===== src/rtl/recorder_ctrl.sv =====
// recorder_ctrl: SRAM audio record/playback controller with pause and
// variable-speed (fast skip / slow repeat) playback.
module recorder_ctrl #(
  parameter int ADDR_W = 18,
  parameter logic [ADDR_W-1:0] MAX_ADDR = {ADDR_W{1'b1}}
) (
  input  logic              clk,
  input  logic              reset,
  input  logic              play_btn,
  input  logic              stop_btn,
  input  logic              record_btn,
  input  logic              pause_btn,
  input  logic [3:0]        speed_sw,
  input  logic              sample_tick,
  output logic [ADDR_W-1:0] addr,
  output logic              wr_stb,
  output logic              rd_stb,
  output logic [ADDR_W-1:0] end_addr,
  output logic [2:0]        mode,
  output logic              done
);
  typedef enum logic [2:0] {
    IDLE = 3'd0, RECORD = 3'd1, PLAY = 3'd2, PAUSE_REC = 3'd3, PAUSE_PLAY = 3'd4
  } state_t;
  state_t state, nxt;
  logic has_rec, clr, fin, tick_ok, pause_w, rec_w, play_w, slow, adv, over, rec_end;
  logic [3:0] cnt, factor;
  logic [ADDR_W:0] sum;
  assign pause_w = pause_btn & ~stop_btn;
  assign rec_w   = record_btn & ~stop_btn & ~pause_btn;
  assign play_w  = play_btn & ~stop_btn & ~pause_btn & ~record_btn;
  assign factor  = {1'b0, speed_sw[2:0]} + 4'd1;
  assign slow    = speed_sw[3];
  assign adv     = !slow || (cnt + 4'd1 >= factor);
  // one extra bit so an address wrap counts as running past end_addr
  assign sum     = {1'b0, addr} + (slow ? (ADDR_W+1)'(1) : (ADDR_W+1)'(factor));
  assign over    = state == PLAY && rd_stb && adv && sum > {1'b0, end_addr};
  assign rec_end = state == RECORD && wr_stb && addr == MAX_ADDR;
  assign tick_ok = sample_tick && nxt == state;
  assign mode    = state;
  always_comb begin
    nxt = state;
    clr = 1'b0;
    fin = 1'b0;
    if (stop_btn || rec_end) nxt = IDLE;
    else if (pause_w && (state == RECORD || state == PAUSE_REC))
      nxt = state == RECORD ? PAUSE_REC : RECORD;
    else if (pause_w && (state == PLAY || state == PAUSE_PLAY))
      nxt = state == PLAY ? PAUSE_PLAY : PLAY;
    else if (rec_w && (state == IDLE || state == PLAY || state == PAUSE_PLAY)) begin
      nxt = RECORD;
      clr = 1'b1;
    end else if (play_w && state == IDLE && has_rec) begin
      nxt = PLAY;
      clr = 1'b1;
    end else if (over) begin
      nxt = IDLE;
      fin = 1'b1;
    end
  end
  always_ff @(posedge clk or posedge reset) begin
    if (reset) begin
      state    <= IDLE;
      addr     <= '0;
      end_addr <= '0;
      has_rec  <= 1'b0;
      cnt      <= '0;
      wr_stb   <= 1'b0;
      rd_stb   <= 1'b0;
      done     <= 1'b0;
    end else begin
      state  <= nxt;
      wr_stb <= tick_ok && state == RECORD;
      rd_stb <= tick_ok && state == PLAY;
      done   <= fin || (tick_ok && state == RECORD && addr == MAX_ADDR);
      if (clr) begin
        addr <= '0;
        cnt  <= '0;
        if (nxt == RECORD) has_rec <= 1'b0;
      end else if (wr_stb) begin
        end_addr <= addr;
        addr     <= addr + ADDR_W'(1);
        has_rec  <= 1'b1;
      end else if (rd_stb && !over) begin
        if (adv) begin
          addr <= sum[ADDR_W-1:0];
          cnt  <= '0;
        end else cnt <= cnt + 4'd1;
      end
    end
  end
endmodule


===== config.mk =====
export PLATFORM = sky130hd
export DESIGN_NAME = recorder_ctrl
export DESIGN_NICKNAME = d
export VERILOG_FILES = /design/src/rtl/recorder_ctrl.sv
export SDC_FILE = /design/constraint.sdc
export NUM_CORES = 1
export LEC_CHECK = 0
export ABC_AREA = 1
export CAP_MARGIN = 25
export CORE_ASPECT_RATIO = 1.4
export CORE_MARGIN = 2
export CORE_UTILIZATION = 55
export DETAILED_ROUTE_END_ITERATION = 7
export PLACE_DENSITY = 0.85
export SYNTH_ARGS = -nofsm -noshare
export SYNTH_HDL_FRONTEND = slang
export SYNTH_SLANG_ARGS = --single-unit

===== constraint.sdc =====
create_clock -name clk -period 9.4 [get_ports clk]
set_input_delay 1.88 -clock clk [delete_from_list [all_inputs] [get_ports clk]]
set_output_delay 1.88 -clock clk [all_outputs]
set_load 0.02 [all_outputs]

==> flow_summary.json, run 1 <==
{
  "placed_cell_area_um2": 4190,
  "irDropWorstVdd_mv": 0.1532,
  "powerDensity_nw_per_um2": 279.3,
  "synth-simple-area-share_pct": 24.89,
  "syn-num-nets": 527,
  "critPathCaptureType": "flip-flop",
  "htreeDepth": 2,
  "cts_tree": "built",
  "ctsHoldBuffers": 0,
  "critPathTopFamily": "simple AND/OR/NAND/NOR gates",
  "cts_resized": 0,
  "arrival_ns": 6.33,
  "dieHeight_um": 100.3,
  "hold_violations": 0,
  "power_switching_mw": 0.5672,
  "final_area_um2": 4332,
  "globalRouteOverflowTotal": 0,
  "cp_max_fo": 36,
  "pwr-share-comb_pct": 56.7,
  "drcViolationCount": 0,
  "synth_compound_area_share_pct": 15.48,
  "slew_viol_final": 0,
  "yosys.cell_types.count": 43,
  "synthTopCellsByCount": "nand2_1 (101), inv_1 (85), dfrtp_1 (47), o21ai_0 (31)",
  "ant_nets": 0,
  "synth_seq_cells": 47,
  "synthAdderAreaFrac_pct": 10.50,
  "max_freq_mhz": 163.8,
  "period_needed_ns": 6.105,
  "total_power_mw": 1.210,
  "clockBufferDepth": 2,
  "die_w_um": 72.80,
  "rrSetupSlack_ns": 5.36,
  "dieArea_um2": 7303,
  "p_int_mw": 0.6426,
  "hold_path_end": "end_addr[4]$_DFFE_PP0P_",
  "syn-cell-area_um2": 3645,
  "crit_path_start_kind": "primary input",
  "cp_data_required_time_ns": 9.63,
  "critPathSlowestCell": "clkdlybuf4s50_1",
  "crit_buf_inv": 2,
  "seqPwrFrac_pct": 29.6,
  "grt_max_degree": 48,
  "fin_nets": 576,
  "yosysMostFrequentCell": "nand2_1",
  "grtUsageTotal_pct": 25.95,
  "postCtsSetupBuffers": 0,
  "first_iter_violations": 224,
  "ys_top_cells_by_area": "dfrtp_1 (32%), nand2_1 (10%), ha_1 (10%)",
  "setup_viol": 0,
  "setup_ws_ns": 3.295,
  "worstReg2RegStart": "addr[2]$_DFFE_PP0P_",
  "hold_start": "end_addr[4]$_DFFE_PP0P_",
  "gp_congestion": 0.9571,
  "seq_area_frac_synth_pct": 32.27,
  "stdcell_count": 610,
  "outcome": "finished clean",
  "yosysTopAreaCell": "dfrtp_1",
  "dp.cells": 601,
  "drive_gt1_share_pct": 8.769,
  "clkTransAtPathRegs_ns": 0.10,
  "synthMuxAreaShare_pct": 0,
  "drt_wl_total_mm": 8.970,
  "first_global_vias": 3344,
  "vias": 3428,
  "dp_hpwl_mm": 6.702,
  "p_clk_share_pct": 13.6,
  "antennaDiodeCount": 0,
  "setup.worst_path.class": "in -> reg",
  "clock_latency_ns": 0.31,
  "dpl_worst_slack_ns": 3.009,
  "async_reset_ff_share_pct": 100.0,
  "initial_core_util_pct": 56.24,
  "tightest_slew_ns": 1.007,
  "syn2layout_area_growth_pct": 18.85,
  "fin_setup_tns_ns": 0,
  "drt_pass1_iterations": 5,
  "grt_pass1_wl_mm": 15.27,
  "sw_frac_of_total_pct": 46.89,
  "rr_worst_depth": 24,
  "utilization_pct": 66.83,
  "slew_headroom_pct": 32.87,
  "synth_ff_type": "dfrtp_1",
  "crit_top_cell": "nand2_1",
  "numCtsBuffers": 5,
  "rows": 35,
  "power.leakage_nw": 2.080,
  "rsz0062_at_grt": "false",
  "core_area_um2": 6481,
  "ios": 53,
  "syn_area_per_cell_um2": 7.499,
  "antenna_found_initial": 0,
  "finalCritPeriodShare_pct": 64.95,
  "yosysTopAreaCellShare_pct": 32.27,
  "hp-class": "reg -> reg",
  "fin_skew_ns": 0.01196,
  "synth-edff-count": 0,
  "synth_xor_area_share_pct": 5.527,
  "numClockSinks": 47,
  "portBuffers": 52,
  "slowest_delay_ns": 0.47,
  "wl_per_cell_um": 14.70,
  "cts_root_buf": "clkbuf_8",
  "maxCapViolCount": 0,
  "synth_top_family_by_area": "simple AND/OR/NAND/NOR gates",
  "synth_cells": 486,
  "fin_hold_ws_ns": 0.5196,
  "avgViaCountPerCell": 5.620,
  "worstReg2RegEnd": "addr[12]$_DFFE_PP0P_",
  "hold_path_depth": 2,
  "yosysWarnings": 0
}
-- how the worst max path moves through the flow --
stage	cells after the start	startpoint	end
2_1_floorplan	27	speed_sw[0]	addr[1]$_DFFE_PP0P_
3_3_place_gp	28	speed_sw[0]	addr[10]$_DFFE_PP0P_
3_5_place_dp	28	speed_sw[0]	addr[17]$_DFFE_PP0P_
4_1_cts	28	speed_sw[0]	addr[17]$_DFFE_PP0P_
5_1_grt	28	speed_sw[0]	addr[4]$_DFFE_PP0P_
6_report	28	speed_sw[0]	addr[12]$_DFFE_PP0P_
-- cell families (layout without fill, tap and decap cells) --
family,Yosys count,in the layout
simple gates,191,191
buf+inv,102,152
compound gates,93,93
flops,47,47
fa+ha+maj,30,30
xor+xnor,23,23
-- tightest hold or removal path: cells and delay by family (launching register included) --
family,cells,cell delay (ns)
AOI/OAI and AO/OA,1,0.06
DFF,1,0.38
and+or+nand+nor,1,0.05
-- power by group through the flow --
stage               combinational, mW  clock (mW)  sequential, mW
detailed placement              0.679           0           0.363
global route                    0.764       0.171           0.369
global placement                0.666           0           0.359
finish                          0.686       0.165           0.359
floorplan                       0.361           0           0.427
CTS                             0.685       0.164           0.359
-- routing by layer --
metal,track usage (%),up-vias,part of all wire (%)
li1,-,1683,-
met1,31.56,1598,41
met2,47.13,122,53
met3,3.313,25,3.9
met4,7.407,0,2.1
met5,0,-,0
-- cells in the final DEF (no fill, tap or decap), types with 2 or more instances in the layout --
master,n
a21oi_1,21
a31oi_1,2
a32o_1,3
clkbuf_8,6
clkdlybuf4s50_1,52
dfrtp_1,47
ha_1,29
inv_1,84
inv_2,6
nand2_1,101
nand2_2,10
nand2_4,2
nand3_1,21
nand4_1,6
nor2_1,29
nor2_2,4
nor3_1,7
nor3_2,2
nor3_4,2
nor4_2,2
o2111ai_1,9
o21ai_0,31
o21ai_1,15
o22ai_1,3
xnor2_1,4
xor2_1,19
-- sequential cells by signal (all words and copies together), names as in the netlist --
name and flops:
mode 3, end_addr 18, addr 18, cnt 4, has_rec 1, done 1
wr_stb 1, rd_stb 1
-- final cells by class --
cell class                      instances  area (µm²)
Clock buffer                            6       82.58
Clock inverter                          2       38.79
Fill cell                             565        2150
Inverter                               90       337.8
Multi-Input combinational cell        337        2056
Sequential cell                        47        1176
Tap cell                               74       92.59
Timing Repair Buffer                   54       548.0
Power figures use the tool's default switching activity.
==> run 2: changes to the inputs <==
==> constraint.sdc (replaced) <==
create_clock -name clk -period 5.62 [get_ports clk]
set_input_delay 1.124 -clock clk [delete_from_list [all_inputs] [get_ports clk]]
set_output_delay 1.124 -clock clk [all_outputs]
set_load 0.02 [all_outputs]
==> run 2 against run 1 <==
  * Via count increased by 0.99%
  * Final area increased by 0.38%
  * First-iteration DRC count increased by 21%
  * Clock skew decreased by 0.0026 ns
  * Worst hold slack got worse by 0.0050 ns
  * Power increased by 67%
  * Clock-buffer cell count decreased by 1
  * Critical path type unchanged
  * Critical endpoint is now addr[11]$_DFFE_PP0P_
==> flow_summary.json, run 2 (synthesized netlist as in run 1, its figures left out) <==
{
  "grtUsageTotal_pct": 27.00,
  "avgViaCountPerCell": 5.666,
  "worstReg2RegStart": "addr[0]$_DFFE_PP0P_",
  "arrival_ns": 5.44,
  "hold_violations": 0,
  "tightest_slew_ns": 1.002,
  "layout_common_cells": "nand2_1 (101), inv_1 (84), clkdlybuf4s50_1 (52)",
  "critPathCaptureType": "flip-flop",
  "die_w_um": 72.80,
  "maxCapViolCount": 0,
  "hold_path_depth": 2,
  "drt_pass1_iterations": 5,
  "dieHeight_um": 100.3,
  "drcViolationCount": 0,
  "ctsHoldBuffers": 0,
  "rrSetupSlack_ns": 1.67,
  "critPathTopFamily": "simple AND/OR/NAND/NOR gates",
  "numClockSinks": 47,
  "first_global_vias": 3479,
  "grt_max_degree": 48,
  "ant_nets": 0,
  "ios": 53,
  "postCtsSetupBuffers": 0,
  "rows": 35,
  "antenna_found_initial": 0,
  "hp-class": "reg -> reg",
  "critPathSlowestCell": "clkdlybuf4s50_1",
  "setup_ws_ns": 0.4063,
  "clkTransAtPathRegs_ns": 0.09,
  "cp_max_fo": 18,
  "first_iter_violations": 271,
  "setup.worst_path.class": "in -> reg",
  "utilization_pct": 67.08,
  "dpl_worst_slack_ns": -0.006176,
  "numCtsBuffers": 5,
  "fillers": 559,
  "drive_gt1_share_pct": 9.125,
  "fin_nets": 577,
  "hold_start": "end_addr[13]$_DFFE_PP0P_",
  "cts_tree": "built",
  "crit_buf_inv": 2,
  "worstReg2RegEnd": "addr[11]$_DFFE_PP0P_",
  "slew_viol_final": 0,
  "period_needed_ns": 5.214,
  "top_regs": "addr: 18 flops, end_addr: 18 flops, cnt: 4 flops",
  "stdcell_count": 611,
  "portBuffers": 52,
  "hold_path_end": "end_addr[13]$_DFFE_PP0P_",
  "drt_wl_total_mm": 9.250,
  "fin_setup_tns_ns": 0,
  "irDropWorstVdd_mv": 0.2285,
  "max_freq_mhz": 191.8,
  "slew_headroom_pct": 33.22,
  "clock_latency_ns": 0.31,
  "wl_per_cell_um": 15.14,
  "crit_path_start_kind": "primary input",
  "finalCritPeriodShare_pct": 92.77,
  "dp.cells": 601,
  "core_area_um2": 6481,
  "final_common_cell": "nand2_1",
  "fin_hold_ws_ns": 0.5146,
  "dieArea_um2": 7303,
  "initial_core_util_pct": 56.24,
  "crit_top_cell": "nand2_1",
  "gp_congestion": 0.9556,
  "slowest_delay_ns": 0.47,
  "fin_skew_ns": 0.009392,
  "cts_resized": 0,
  "grt_pass1_wl_mm": 15.72,
  "syn2layout_area_growth_pct": 19.29,
  "cts_root_buf": "clkbuf_8",
  "rsz0062_at_grt": "false",
  "globalRouteOverflowTotal": 0,
  "powerDensity_nw_per_um2": 465.8,
  "antennaDiodeCount": 0,
  "dp_hpwl_mm": 6.845,
  "power.leakage_nw": 2.087,
  "htreeDepth": 2,
  "clockBufferDepth": 2,
  "rr_worst_depth": 23,
  "setup_viol": 0,
  "outcome": "finished clean",
  "vias": 3462,
  "cp_data_required_time_ns": 5.85
}
-- run 2: changes by cell type in the layout (fill, tap and decap cells not counted) --
cell | before | now
inv_6 | 1 | 0
clkinv_2 | 0 | 1
a211oi_2 | 1 | 2
clkbuf_8 | 6 | 5
clkinv_4 | 0 | 1
a211oi_1 | 1 | 0
nand2_8 | 0 | 1
-- run 2: routing by layer --
layer,vias to the layer above,share of wire [%],global-route usage (%)
li1,1684,-,-
met1,1622,40,31.44
met2,123,52,47.62
met3,33,4.4,4.217
met4,0,3.6,12.54
met5,-,0,0
-- run 2: final cells by class --
cell class,count,area (µm²),share of cell area [%]
inverters,90,337.8,7.770
clock buffers,5,68.82,1.583
well taps,74,92.59,2.129
clock inverters,3,43.79,1.007
multi-input cells,338,2081,47.86
flip-flops and latches,47,1176,27.05
repair buffers,54,548.0,12.60
-- run 2: through the flow --
stage                     power (mW)  area (µm²)
after floorplan                1.318        3645
after global placement         1.714        4190
after global routing           2.206        4348
after detailed placement       1.749        4190
after CTS                      2.014        4303
final                          2.025        4348
-- run 2: worst reg2reg max path, delay by kind of cell (launching register included) --
kind            cells  cell delay, ns
compound gates      4            0.52
fa+ha+maj           3            0.98
simple gates       14            1.80
buf+inv             2            0.12
flops               1            0.46
-- run 2: how the worst max path moves through the flow --
stage / start / endpoint / slack, ns / cells past startpoint
floorplan: speed_sw[0] / addr[1]$_DFFE_PP0P_ / 1.27 / 27
global placement: speed_sw[0] / addr[12]$_DFFE_PP0P_ / 0.15 / 28
detailed placement: speed_sw[0] / addr[2]$_DFFE_PP0P_ / -0.006 / 28
CTS: speed_sw[0] / addr[6]$_DFFE_PP0P_ / 0.32 / 28
global route: speed_sw[0] / addr[12]$_DFFE_PP0P_ / 0.02 / 28
finish: speed_sw[0] / addr[11]$_DFFE_PP0P_ / 0.41 / 27
-- run 2: power breakdown --
group	switching (mW)	internal, mW	total (mW)
clock	0.125	0.133	0.257
sequential	0.150	0.452	0.602
combinational	0.683	0.483	1.17
